## src/rtl/if_fetch_unit.sv

```systemverilog
// Instruction-fetch stage: drives the ROM address/enable and registers the
// PC/instruction pair into the IF/ID boundary, with stall, redirect and flush.
module if_fetch_unit #(
  parameter int ADDR_W = 32,
  parameter int INST_W = 32,
  parameter logic [ADDR_W-1:0] RESET_PC = '0
) (
  input  logic              clk,
  input  logic              rst,
  input  logic              stall_if_i,
  input  logic              stall_id_i,
  input  logic              flush_i,
  input  logic [ADDR_W-1:0] new_pc_i,
  input  logic              branch_flag_i,
  input  logic [ADDR_W-1:0] branch_target_i,
  input  logic [INST_W-1:0] inst_i,
  output logic [ADDR_W-1:0] pc_o,
  output logic              ce_o,
  output logic [ADDR_W-1:0] id_pc_o,
  output logic [INST_W-1:0] id_inst_o,
  output logic              id_adel_o,
  output logic [31:0]       fetch_cnt_o
);

  typedef enum logic [1:0] {BOOT, RUN, BR_PEND} state_t;

  typedef struct packed {
    logic [ADDR_W-1:0] pc;
    logic [INST_W-1:0] inst;
    logic              adel;
  } ifid_t;

  state_t            state, state_n;
  logic [ADDR_W-1:0] pc_n, pend_q, pend_n;
  logic              ce_n;
  ifid_t             id_q, id_n;
  logic [31:0]       cnt_n;

  always_comb begin
    state_n = state;
    pc_n    = pc_o;
    ce_n    = ce_o;
    pend_n  = pend_q;
    id_n    = id_q;
    cnt_n   = fetch_cnt_o;
    case (state)
      BOOT: begin
        ce_n    = 1'b1;
        pc_n    = RESET_PC;
        state_n = RUN;
        id_n    = '0;
      end
      default: begin
        if (flush_i) begin
          pc_n    = new_pc_i;
          pend_n  = '0;
          state_n = RUN;
          id_n    = '0;
        end else if (stall_if_i) begin
          // PC frozen; a branch arriving now is parked until the stall lifts
          if (branch_flag_i) begin
            pend_n  = branch_target_i;
            state_n = BR_PEND;
          end
          if (!stall_id_i) id_n = '0;
        end else begin
          if (branch_flag_i) begin
            pc_n    = branch_target_i;
            state_n = RUN;
          end else if (state == BR_PEND) begin
            pc_n    = pend_q;
            state_n = RUN;
          end else begin
            pc_n = pc_o + ADDR_W'(4);
          end
          id_n.pc = pc_o;
          if (pc_o[1:0] == 2'b00) begin
            id_n.inst = inst_i;
            id_n.adel = 1'b0;
          end else begin
            id_n.inst = '0;
            id_n.adel = 1'b1;
          end
          if (ce_o) cnt_n = fetch_cnt_o + 32'd1;
        end
      end
    endcase
  end

  always_ff @(posedge clk) begin
    if (rst) begin
      state       <= BOOT;
      ce_o        <= 1'b0;
      pc_o        <= '0;
      pend_q      <= '0;
      id_q        <= '0;
      fetch_cnt_o <= '0;
    end else begin
      state       <= state_n;
      ce_o        <= ce_n;
      pc_o        <= pc_n;
      pend_q      <= pend_n;
      id_q        <= id_n;
      fetch_cnt_o <= cnt_n;
    end
  end

  assign id_pc_o   = id_q.pc;
  assign id_inst_o = id_q.inst;
  assign id_adel_o = id_q.adel;

endmodule

```

## config.mk

```make
export PLATFORM = sky130hd
export DESIGN_NAME = if_fetch_unit
export DESIGN_NICKNAME = d
export VERILOG_FILES = /design/src/rtl/if_fetch_unit.sv
export SDC_FILE = /design/constraint.sdc
export NUM_CORES = 1
export LEC_CHECK = 0
export CORE_MARGIN = 5
export CORE_UTILIZATION = 43
export DETAILED_ROUTE_END_ITERATION = 8
export MAX_ROUTING_LAYER = met4
export PLACE_DENSITY = 0.86
export SETUP_SLACK_MARGIN = 0.05
export SLEW_MARGIN = 10
export SYNTH_ARGS = -nofsm -noshare
export SYNTH_HDL_FRONTEND = slang
export SYNTH_SLANG_ARGS = --single-unit
export TNS_END_PERCENT = 30
```

## constraint.sdc

```tcl
create_clock -name clk -period 1.7 [get_ports clk]
set_input_delay 0.17 -clock clk [delete_from_list [all_inputs] [get_ports clk]]
set_output_delay 0.17 -clock clk [all_outputs]
set_load 0.05 [all_outputs]
```

==> impl_metrics.yaml, run 1 <==
pwr:
  powerDensity_nw_per_um2: 779
  p_leak_nw: 4.56
  power_w: 0.00882
  ir_drop_mv: 0.629
timing:
  hold_viol_final: 0
  fin_crit_ns: 1.70
  finalHoldWorstSlack_ns: 0.0235
  relSlewSlack_pct: 53.4
  fin_crit_sh_pct: 99.9
  worstMarginPinSlew_ns: 0.698
  drv_slew: 0
  grt_setup_unrepaired: "true"
  timing.fmax_mhz: 589
  finalClockSkew_ns: 0.0121
  setup_violations: 0
synthesis:
  synth_edf_count: 0
  ys_ff_latch: 164
  ys_warn_count: 0
  async_reset_ff_share_pct: 0
  syn-num-nets: 990
  synth_cell_types: 62
  synth.avg_cell_area_um2: 8.44
  yosysSeqAreaShare_pct: 43.9
  synth_flop_cell: "dfxtp_1"
  syn_area_um2: 7480
  postSynthCellCount: 886
layout:
  n_fill_cell: 1425
  layout-drive-gt1-share_pct: 27.1
  layout_commonest_cell: "buf_4"
  syn2layout_area_growth_pct: 51.4
  multi_input_area_um2: 4060
  final_cell_mix: "181 x buf_4, 158 x nor2_1, 113 x dfxtp_1"
  ff_latch_area_um2: 3410
  final_nets: 1280
route:
  drt-initial-drc-count: 850
  firstDrtPassIters: 5
  postRouteAntennaNets: 0
  detailroute.via_count: 8332
  vias_per_cell: 5.89
  drt_wl_total_um: 27500
  drc: 0
  post_drt_wl_per_cell_um: 19.4
die:
  core_area_um2: 17200
  ios: 232
  rows: 48
  die-area_um2: 20100
  fp.dieW_um: 142
  die_y_um: 142
  start_util_pct: 43.6
global_route:
  grt_max_degree: 64
  grt_use_total_pct: 26.9
  grt_pass1_vias: 8268
  grt_pass1_wl_um: 42600
  grt_remaining_overflow: 0
  antenna_found_initial: 1
clocking:
  cts_buffers: 17
  cts.clk_slew.worst_paths_ns: 0.07
  cts_root_buffer: "clkbuf_16"
  cts_buffer_depth: 2
  cts_hold_buf: 0
  cts_tree: "yes"
  h-tree-depth: 4
  clock_latency_ns: 0.42
  clock_sinks: 164
placed_design:
  place_hpwl_um: 20300
  port_buffers: 231
  gp_routability_congestion: 0.930
critical_path:
  rrSetupSlack_ns: 0.001
  cpPeakStageDelay_ns: 0.39
  crit_type: "flop to flop"
  end_kind: "flop"
  cp-start-kind: "flop"
  crit_chain: "ha_4 -> and4_4 -> nand2_4 -> buf_6 -> o31a_1 -> nor3_2 -> o22ai_1"
  required_ns: 1.99
  cp_max_fo: 9
  slowest_stage: "dfxtp_4"
  worstPathArrival_ns: 1.98
status:
  status: "finished clean"
job:
  drv_cap: 0
min_path:
  worst_hold_path_type: "input pin to flop"
[registers in the layout, indices dropped and copies added, names as in the netlist]
register	flops
fetch_cnt_o	32
id_inst_o	32
id_pc_o	32
pc_o	32
pend_q	32
state	2
ce_o	1
id_adel_o	1
[cells by family (layout without fill, tap and decap cells)]
| group | Yosys count | in the layout | share of synthesized area (%) |
|---|---|---|---|
| flip-flops | 164 | 164 | 43.9 |
| AO/OA/AOI/OAI | 247 | 247 | 23.4 |
| adder cells (fa/ha/maj) | 2 | 2 | 0.334 |
| other | 0 | 1 | 0 |
| buffers and inverters | 86 | 388 | 4.80 |
| multiplexers | 1 | 1 | 0.134 |
| XOR/XNOR | 49 | 49 | 5.74 |
| AND/OR/NAND/NOR | 337 | 338 | 21.7 |
[timing repair]
item,CTS,global route
pin swaps,5,23
gates cloned,0,1
gates resized for setup,57,36
buffers inserted,1,3
setup endpoints to repair,62,60
[layer usage]
layer | up-vias | routed length [µm] | track usage, %
li1 | 3823 | - | -
met1 | 3952 | 10500 | 32.7
met2 | 463 | 13400 | 42.8
met3 | 94 | 2350 | 5.53
met4 | 0 | 1210 | 12.4
met5 | - | 0 | -
[critical path: cells and delay by family (launching register included)]
kind | cells | cell delay [ns]
AOI/OAI and AO/OA | 2 | 0.40
adders and majority gates | 1 | 0.13
buffers and inverters | 1 | 0.15
DFF | 1 | 0.39
and+or+nand+nor | 3 | 0.50
[synth_stat cells, drive strengths merged, types with 5 or more instances]
cell | count | area (µm²)
xor2 | 27 | 236
o211ai | 6 | 45.0
nand3 | 23 | 120
o221ai | 5 | 43.8
nor4 | 8 | 71.3
a221o | 9 | 90.1
o22ai | 8 | 56.3
nor2 | 160 | 603
inv | 10 | 37.5
a21oi | 32 | 160
o21ai | 34 | 170
nor3 | 23 | 125
and3 | 11 | 68.8
nand4 | 24 | 163
nor2b | 7 | 43.8
a22oi | 103 | 773
clkbuf | 51 | 193
o31a | 6 | 52.6
and2 | 7 | 43.8
nand2 | 50 | 188
dfxtp | 164 | 3280
buf | 24 | 125
a221oi | 7 | 61.3
xnor2 | 22 | 193
a31oi | 9 | 56.3
and4 | 10 | 87.6
[final timing paths]
check	from	endpoint	cells past startpoint
worst max-delay path	pc_o[2]	pc_o[26]	7
worst min-delay path	rst	state[0]	2
worst max register to register	pc_o[2]	pc_o[26]	7
worst min register to register	id_pc_o[2]	id_pc_o[2]	2
[metrics by stage]
stage	std cells	setup slack (ns)	TNS [ns]	util, %	area, µm²
global placement	1378	-0.207	-7.34	62.1	10700
finish	1415	0.00136	0	65.9	11300
floorplan	886	-0.0140	-0.0620	-	7710
detailed placement	1378	-0.240	-12.62	62.1	10700
global route	1415	-0.0681	-0.119	65.9	11300
CTS	1411	0.0327	0	65.0	11200
[layout make-up]
class | instances | share of cell area, %
flip-flops and latches | 164 | 30.1
well taps | 225 | 2.49
clock inverters | 9 | 0.464
clock buffers | 23 | 4.23
diodes | 1 | 0.0221
repair buffers | 345 | 26.5
inverters | 11 | 0.365
multi-input cells | 637 | 35.8
[power by group]
| group | internal (W) | total (W) | switching [W] |
|---|---|---|---|
| Combinational | 0.000593 | 0.00137 | 0.000775 |
| Sequential | 0.00389 | 0.00396 | 0.0000683 |
| Clock | 0.00198 | 0.00349 | 0.00151 |
| Total | 0.00647 | 0.00882 | 0.00236 |
(Power assumes the default switching activity.)
==> run 2, diff against run 1 <==
- CTS_CLUSTER_DIAMETER: unset -> 200
==> results of run 2 <==
Same layout as run 1: the final DEF is identical, and so are final timing and power.
